<file path="config.mk">
export PLATFORM = sky130hd
export DESIGN_NAME = jtvigil_vtgen
export DESIGN_NICKNAME = d
export VERILOG_FILES = /design/src/rtl/jtvigil_vtgen_pkg.sv /design/src/rtl/jtvigil_vtgen_win.sv /design/src/rtl/jtvigil_vtgen.sv
export SDC_FILE = /design/constraint.sdc
export NUM_CORES = 1
export LEC_CHECK = 0
export CAP_MARGIN = 20
export CORE_UTILIZATION = 34
export DETAILED_ROUTE_END_ITERATION = 12
export DONT_BUFFER_PORTS = 1
export PLACE_DENSITY = 0.56
export SYNTH_ARGS = -nofsm -noshare
export SYNTH_HDL_FRONTEND = slang
export SYNTH_SLANG_ARGS = --single-unit
</file>
<file path="constraint.sdc">
create_clock -name clk -period 10.6 [get_ports clk]
set_input_delay 1.06 -clock clk [delete_from_list [all_inputs] [get_ports clk]]
set_output_delay 1.06 -clock clk [all_outputs]
set_load 0.02 [all_outputs]
</file>
<file path="src/rtl/jtvigil_vtgen_pkg.sv">
// Default Vigilante video timing constants and the counter fold helper shared by jtvigil_vtgen.
package jtvigil_vtgen_pkg;

   // Measured on the original PCB: 6.144 MHz pixel clock, 384x284 total, 16.00 kHz H, 56.34 Hz V.
   localparam int VIGIL_HCNT_START = 0;
   localparam int VIGIL_HCNT_END   = 383;
   localparam int VIGIL_HB_START   = 265;
   localparam int VIGIL_HB_END     = 9;
   localparam int VIGIL_HS_START   = 305;
   localparam int VIGIL_HS_END     = 337;
   localparam int VIGIL_V_START    = 0;
   localparam int VIGIL_VCNT_END   = 283;
   localparam int VIGIL_VB_START   = 256;
   localparam int VIGIL_VB_END     = 0;
   localparam int VIGIL_VS_START   = 260;
   localparam int VIGIL_VS_END     = 263;

   localparam int OFFW = 4;

   // Folds a value that overshoots the counter range by less than one span back into it.
   function automatic int wrap_cnt(input int val, input int first, input int last);
      int span;
      span = last - first + 1;
      if (val > last)  return val - span;
      if (val < first) return val + span;
      return val;
   endfunction

endpackage

</file>
<file path="src/rtl/jtvigil_vtgen_win.sv">
// Wrap-aware window comparator: active for win_start <= cnt < win_end, wrapping when start > end.
module jtvigil_vtgen_win #(
   parameter int W = 9
) (
   input  logic [W-1:0] cnt,
   input  logic [W-1:0] win_start,
   input  logic [W-1:0] win_end,
   output logic         inwin
);

   always_comb begin
      inwin = 1'b0;
      if (win_start < win_end) begin
         inwin = (cnt >= win_start) && (cnt < win_end);
      end else if (win_start > win_end) begin
         inwin = (cnt >= win_start) || (cnt < win_end);
      end
   end

endmodule

</file>
<file path="src/rtl/jtvigil_vtgen.sv">
// Parametrised video timing generator for the Vigilante video top.
// Define JTVIGIL_VTGEN_SYNC_ADJ_EN to enable the runtime hoffset/voffset sync centring.
module jtvigil_vtgen
   import jtvigil_vtgen_pkg::*;
#(
   parameter int HW           = 9,
   parameter int VW           = 9,
   parameter int HCNT_START   = VIGIL_HCNT_START,
   parameter int HCNT_END     = VIGIL_HCNT_END,
   parameter int HB_START     = VIGIL_HB_START,
   parameter int HB_END       = VIGIL_HB_END,
   parameter int HS_START     = VIGIL_HS_START,
   parameter int HS_END       = VIGIL_HS_END,
   parameter int V_START      = VIGIL_V_START,
   parameter int VCNT_END     = VIGIL_VCNT_END,
   parameter int VB_START     = VIGIL_VB_START,
   parameter int VB_END       = VIGIL_VB_END,
   parameter int VS_START     = VIGIL_VS_START,
   parameter int VS_END       = VIGIL_VS_END,
   parameter int RENDER_AHEAD = 1
) (
   input  logic            clk,
   input  logic            rst,
   input  logic            pxl_cen,
   input  logic [OFFW-1:0] hoffset,
   input  logic [OFFW-1:0] voffset,
   output logic [HW-1:0]   H,
   output logic [VW-1:0]   vdump,
   output logic [VW-1:0]   vrender,
   output logic            Hinit,
   output logic            Vinit,
   output logic            LHBL,
   output logic            LVBL,
   output logic            HS,
   output logic            VS
);

   logic [HW-1:0] h_nx;
   logic [VW-1:0] v_nx;
   logic          h_wrap;
   logic          vinit_nx;
   logic [HW-1:0] hs_start;
   logic [HW-1:0] hs_end;
   logic [VW-1:0] vs_start;
   logic [VW-1:0] vs_end;
   logic          hb_win;
   logic          hs_win;
   logic          vb_win;
   logic          vs_win;

   always_comb begin
      h_wrap   = (H == HW'(HCNT_END));
      h_nx     = h_wrap ? HW'(HCNT_START) : H + HW'(1);
      v_nx     = vdump;
      if (h_wrap) begin
         v_nx = (vdump == VW'(VCNT_END)) ? VW'(V_START) : vdump + VW'(1);
      end
      vinit_nx = (h_nx == HW'(HCNT_START)) && (v_nx == VW'(V_START));
   end

`ifdef JTVIGIL_VTGEN_SYNC_ADJ_EN
   logic [OFFW-1:0] ho;
   logic [OFFW-1:0] vo;

   // Offsets only move on the frame's first pixel so a sync pulse is never torn.
   always_ff @(posedge clk or posedge rst) begin
      if (rst) begin
         ho <= '0;
         vo <= '0;
      end else if (pxl_cen && vinit_nx && !Vinit) begin
         ho <= hoffset;
         vo <= voffset;
      end
   end

   assign hs_start = HW'(wrap_cnt(HS_START + int'($signed(ho)), HCNT_START, HCNT_END));
   assign hs_end   = HW'(wrap_cnt(HS_END   + int'($signed(ho)), HCNT_START, HCNT_END));
   assign vs_start = VW'(wrap_cnt(VS_START + int'($signed(vo)), V_START, VCNT_END));
   assign vs_end   = VW'(wrap_cnt(VS_END   + int'($signed(vo)), V_START, VCNT_END));
`else
   logic unused_offsets;

   assign unused_offsets = ^{hoffset, voffset};
   assign hs_start       = HW'(HS_START);
   assign hs_end         = HW'(HS_END);
   assign vs_start       = VW'(VS_START);
   assign vs_end         = VW'(VS_END);
`endif

   jtvigil_vtgen_win #(.W(HW)) u_hb (
      .cnt       (h_nx),
      .win_start (HW'(HB_START)),
      .win_end   (HW'(HB_END)),
      .inwin     (hb_win)
   );

   jtvigil_vtgen_win #(.W(HW)) u_hs (
      .cnt       (h_nx),
      .win_start (hs_start),
      .win_end   (hs_end),
      .inwin     (hs_win)
   );

   jtvigil_vtgen_win #(.W(VW)) u_vb (
      .cnt       (v_nx),
      .win_start (VW'(VB_START)),
      .win_end   (VW'(VB_END)),
      .inwin     (vb_win)
   );

   jtvigil_vtgen_win #(.W(VW)) u_vs (
      .cnt       (v_nx),
      .win_start (vs_start),
      .win_end   (vs_end),
      .inwin     (vs_win)
   );

   always_ff @(posedge clk or posedge rst) begin
      if (rst) begin
         H       <= HW'(HCNT_START);
         vdump   <= VW'(V_START);
         vrender <= VW'(wrap_cnt(V_START + RENDER_AHEAD, V_START, VCNT_END));
         Hinit   <= 1'b0;
         Vinit   <= 1'b0;
         LHBL    <= 1'b0;
         LVBL    <= 1'b0;
         HS      <= 1'b0;
         VS      <= 1'b0;
      end else if (pxl_cen) begin
         H       <= h_nx;
         vdump   <= v_nx;
         vrender <= VW'(wrap_cnt(int'(v_nx) + RENDER_AHEAD, V_START, VCNT_END));
         Hinit   <= (h_nx == HW'(HCNT_START));
         Vinit   <= vinit_nx;
         LHBL    <= !hb_win;
         HS      <= hs_win;
         if (h_wrap) LVBL <= !vb_win;
         // VS edges line up with the HS leading edge.
         if (h_nx == hs_start) VS <= vs_win;
      end
   end

endmodule

</file>
Word level (Yosys, flattened, before mapping)
Cells that the tools add are included.
Widths: inputs -> output; s select.
{"block": "word_totals", "out_inout_bits": 33, "inputBits": 11, "wordCells": 50, "reg_bits": 33}
{"block": "classes", "eq_ne": 3, "n_addsub": 5, "mux": 12, "magnitude_cmp": 10, "n_reduce_logical": 11}
{"cell": "$mux 9", "n": 7}
{"cell": "$ge 9x9->1 const B", "n": 4}
{"cell": "$eq 9x9->1 const B", "n": 3}
{"cell": "$add 9x1->9 const B", "n": 2}
{"cell": "$logic_not 9->1", "n": 2}
{"cell": "$lt 9x9->1 const B", "n": 2}
{"cell": "$add 9x1->10 const B", "n": 1}
{"cell": "$gt 10x9->1 const B", "n": 1}
{"cell": "$lt 10x1->1 const B", "n": 1}
{"cell": "$add 9x9->9 const B", "n": 1}
{"cell": "$lt 9x1->1 const B", "n": 1}
{"cell": "$lt 9x4->1 const B", "n": 1}
{"cell": "$sub 9x9->9 const B", "n": 1}
{"cell": "$mux 1", "n": 5}
{"cell": "$reduce_and 2->1", "n": 2}
{"cell": "$logic_and 1x1->1", "n": 3}
{"cell": "$logic_not 1->1", "n": 2}
{"cell": "$logic_or 1x1->1", "n": 2}

Depth between registers and ports, before layout
{"block": "depth", "word_depth": 11, "ltp_mapped": 20, "depth_no_buf": 18}

Hierarchy
From an unflattened synthesis, not the netlist that was laid out.
{"block": "unflattened", "cells_unflattened": 616, "hier_area_um2": 4815.9}
{"module": "jtvigil_vtgen_win", "instances": 4, "area_per_inst_um2": 628.1, "seq_area_each_um2": 0.0, "cells_each": 88}
{"module": "jtvigil_vtgen", "instances": 1, "area_per_inst_um2": 2303.5, "seq_area_each_um2": 827.0, "cells_each": 264}

Worst setup path before layout
OpenSTA, ideal clock, no wires.
{"block": "synth_path", "path_kind": "flip-flop to flip-flop", "from": "register H[0]", "to": "register vrender[5]", "arrival_ns": 3.834, "required_time_ns": 10.474, "setup_time_ns": 0.126, "n_path_buf": 2, "stages_incl_launch_ff": 20, "synth_period_minus_slack_ns": 3.961, "slack_ns": 6.639, "cell_sequence": "dfrtp_1 -> ha_1 -> buf_4 -> nand4b_4 -> or2_0 -> clkbuf_1 -> mux2i_1 -> inv_1 -> ha_1 -> and2b_1 -> o21ai_0 -> mux2i_2 -> nor2_1 -> inv_1 -> ha_1 -> a21boi_0 -> a221oi_4 -> o21ai_4 -> mux2i_1 -> a311o_1"}
{"block": "synth_via", "elab_chain_len": 9, "elab_cells_between_ends": 16, "cone_classes": "3 x add/sub; 2 x order compare; 1 x eq/ne; 10 x mux"}
{"element": "from (decl)", "line_no": "jtvigil_vtgen.sv:27", "text": "output logic [HW-1:0] H,"}
{"element": "from (signal assigned)", "line_no": "jtvigil_vtgen.sv:120", "text": "H <= HW'(HCNT_START);"}
{"element": "from (signal assigned)", "line_no": "jtvigil_vtgen.sv:130", "text": "H <= h_nx;"}
{"element": "$eq 9x9->1 (*)", "line_no": "jtvigil_vtgen.sv:52", "text": "h_wrap = (H == HW'(HCNT_END));"}
{"element": "$mux 9 (*)", "line_no": "jtvigil_vtgen.sv:55", "text": "if (h_wrap) begin"}
{"element": "named net u_vb.cnt[0]", "line_no": "jtvigil_vtgen_win.sv:5", "text": "input logic [W-1:0] cnt,"}
{"element": "$add 9x1->10 (*)", "line_no": "jtvigil_vtgen.sv:132", "text": "vrender <= VW'(wrap_cnt(int'(v_nx) + RENDER_AHEAD, V_START, VCNT_END));"}
{"element": "$lt 10x1->1", "line_no": "jtvigil_vtgen_pkg.sv:25", "text": "if (val < first) return val + span;"}
{"element": "$mux 1 (2 in series)", "line_no": "jtvigil_vtgen_pkg.sv:25"}
{"element": "$mux 1", "line_no": "jtvigil_vtgen.sv:129", "text": "end else if (pxl_cen) begin"}
{"element": "$mux 9", "line_no": "jtvigil_vtgen_pkg.sv:26", "text": "return val;"}
{"element": "$mux 9 (*)", "line_no": "jtvigil_vtgen_pkg.sv:25"}
{"element": "to (signal assigned)", "line_no": "jtvigil_vtgen.sv:122", "text": "vrender <= VW'(wrap_cnt(V_START + RENDER_AHEAD, V_START, VCNT_END));"}
{"element": "to (signal assigned)", "line_no": "jtvigil_vtgen.sv:132"}
{"element": "to (decl)", "line_no": "jtvigil_vtgen.sv:29", "text": "output logic [VW-1:0] vrender,"}
The timed path passes the listed nets; every way through them passes the cells marked *. The select of a mux whose other input is x is not followed.
A chain may end at the register's enable or synchronous reset.

Worst setup path after layout
Same ends and word-level chain as after synthesis.

==> qor.txt <==
Status -> completed
Die Y -> 87.7 um
Nets -> 285
Post-DP HPWL -> 4.23 mm
Hold_buf cts -> 0
DRT antenna net count -> 0
DRC Markers -> 0
YS warnings -> 0
Dpl ws -> 5930 ps
Setup tns final -> 0 ps
R2R Setup Slk -> 5920 ps
Share of cells above drive strength 1 -> 12.0%
Final setup violating endpoints -> 0
Initial Util -> 35.9%
Htree depth -> 2
Final worst path period need -> 4680 ps
Worst-path fanout max -> 10
CTS tree -> yes
CP top delay family -> compound AO/OA/AOI/OAI gates
Leak -> 1.05 nW
Dominant synthesized flop cell -> dfrtp_1
Routed WL -> 5.73 mm
Max IR drop VDD -> 0.0859 mV
Grt total ovfl -> 0
Ys async rst share -> 100%
Via count -> 1,958
CP Capture Type -> register
1st-iter DRT viols -> 87
RSZ-0062 raised after global routing -> false
Worst min path class -> register to register
Core area -> 6940 sq um
Final worst-path cycle share -> 44.1%
IO Pins -> 44
Post-synth EDFFs -> 0
Commonest cells post-synth -> dfrtp_1 (32), nand2_1 (29), nor2_1 (27), o21ai_0 (16), a21oi_1 (14)
Syn Nets -> 294
# rows -> 30
1st-pass router iterations -> 4
Slew HR -> 59.6%
Vias in the first global route -> 2,001
Avg Inst Size Synth -> 9.07 sq um
WP data required -> 10,780 ps
Via density -> 5.39
CP most frequent cell -> ha_1
Final hold vios -> 0
Worst Skew -> 8.10 ps
Clock latency on the worst-skew pair -> 290 ps
Buffers and inverters on the worst path -> 2
Post-DR wirelength/cell -> 15.8 um
# resized after CTS -> 0
Crit-path slowest cell -> dfrtp_1
MaxCap Viol Count -> 0
Reg clk slew, reported paths -> 70 ps
Setup WS post-layout -> 5920 ps
Mapped Area -> 2490 sq um
Critical path launch point type -> register
Max-slew violation total from the final report -> 0
CTS Root Cell -> clkbuf_8
Antenna cells -> 0
Initial antenna violation count -> 0
Worst-Margin Slew -> 605 ps
F_max -> 214 MHz
CTS max path bufs -> 2
Setup CP Type -> register to register
Area of the multi-input gates -> 1520 sq um
IO Port Bufs -> 0
Setup Fix Bufs, Post-CTS -> 0
Final Wtd Congestion -> 0.823
Die area -> 7680 sq um
P per Cell Area -> 158 nW/um^2
Crit path largest cell delay -> 540 ps
Synth area leader -> dfrtp_1
FF+latch area -> 827 sq um
Worst Path Arrival -> 4850 ps
Count leader, synth -> dfrtp_1
Critical path cell sequence -> ha_1, nand4b_4, or2_0, mux2i_1, inv_1, ha_1, and2b_1, o21ai_0, mux2i_2, nor2_1, inv_1, ha_1, a21boi_0, a221oi_4, o21ai_4, mux2i_1, a311o_1
Number of CTS-inserted buffers -> 5
Die width -> 87.7 um
First-pass GRT wire length -> 9.92 mm
Top cell type's share of synthesized area -> 32.1%
Clk sinks -> 33
Largest net degree at the start of global routing -> 44
Sequential share of the synthesized area -> 33.1%
Fill cells -> 722
Area grow syn2layout -> 4.06%
Total Routing Usage GR -> 16.7%
Post-Syn Instances -> 275
Post-synthesis register bit count -> 33
Unique cell type count in the Yosys netlist -> 69
Top cells by area, synth -> dfrtp_1 (32%), nand2_1 (4.4%), xnor2_1 (4.2%), nor2_1 (4.1%), ha_1 (4.0%)
[report_power, final]
group          switching [W]  internal [W]
sequential         0.0000685      0.000145
clock              0.0000475     0.0000467
combinational      0.0000559     0.0000456
[cells in the final DEF (no fill, tap or decap), drive strengths merged, types with 4 or more instances in the layout]
cell type,count
a21oi,14
clkbuf,8
dfrtp,32
ha,8
inv,12
mux2,6
mux2i,7
nand2,29
nand3,11
nand4,6
nor2,27
nor4,5
o211ai,5
o21ai,18
or4,4
xnor2,13
xor2,7
[worst min-delay path: cells and delay by family (launching register included)]
family                 cells  cell delay (ps)
AOI/OAI and AO/OA          1               70
buffers and inverters      1               60
DFF                        1              400
[worst paths after layout]
check / startpoint / end / cells after the start
worst max-delay path: H[0]$_DFFE_PP0P_ / vrender[5]$_DFFE_PP0P_ / 17
worst min-delay path: vrender[0]$_DFFE_PP1P_ / vrender[0]$_DFFE_PP1P_ / 2
worst max register to register: H[0]$_DFFE_PP0P_ / vrender[5]$_DFFE_PP0P_ / 17
worst min register to register: vrender[0]$_DFFE_PP1P_ / vrender[0]$_DFFE_PP1P_ / 2
max in group asynchronous: rst / H[7]$_DFFE_PP0P_ / 2
min in group asynchronous: rst / vrender[4]$_DFFE_PP0P_ / 1
[final cells by class]
class                           instances  area share [%]
Multi-Input combinational cell        213            58.4
Sequential cell                        33            31.9
Tap cell                               96            4.63
Clock buffer                            8            3.08
Inverter                               12            1.73
Timing Repair Buffer                    1           0.289
[registers in the layout, summed over array words and instances, names as in the netlist]
signal,cells
H,9
HS,1
Hinit,1
LHBL,1
LVBL,1
VS,1
Vinit,1
vdump,9
vrender,9
[metrics by stage]
| stage | util (%) | hold slack (ps) | total power [W] | instances | instance area (sq um) |
|---|---|---|---|---|---|
| 2_1_floorplan | - | 501 | 0.000305 | 275 | 2490 |
| 3_3_place_gp | 36.2 | 524 | 0.000315 | 355 | 2520 |
| 3_5_place_dp | 36.2 | 534 | 0.000319 | 355 | 2520 |
| 4_1_cts | 37.4 | 544 | 0.000416 | 363 | 2600 |
| 5_1_grt | 37.4 | 591 | 0.000440 | 363 | 2600 |
| 6_report | 37.4 | 538 | 0.000410 | 363 | 2600 |
[kinds of logic (layout without fill, tap and decap cells)]
logic type / count (synthesis) / after routing / share of synthesized area (%)
multiplexers: 13 / 13 / 5.67
adder cells (fa/ha/maj): 8 / 8 / 4.01
AO/OA/AOI/OAI: 63 / 63 / 18.2
buffers and inverters: 29 / 21 / 6.07
AND/OR/NAND/NOR: 109 / 109 / 25.3
flip-flops: 33 / 33 / 33.1
XOR/XNOR: 20 / 20 / 7.62
[per-layer routing]
layer  share of wire [%]  vias up  global-route usage [%]
met3                 5.3        8                    5.84
met2                  47       39                    26.6
met1                  47      941                    21.6
li1                    -      970                       -
met4                 1.2        0                    4.02
met5                   0        -                       0
Note: power is estimated with default switching activity, not from simulation.
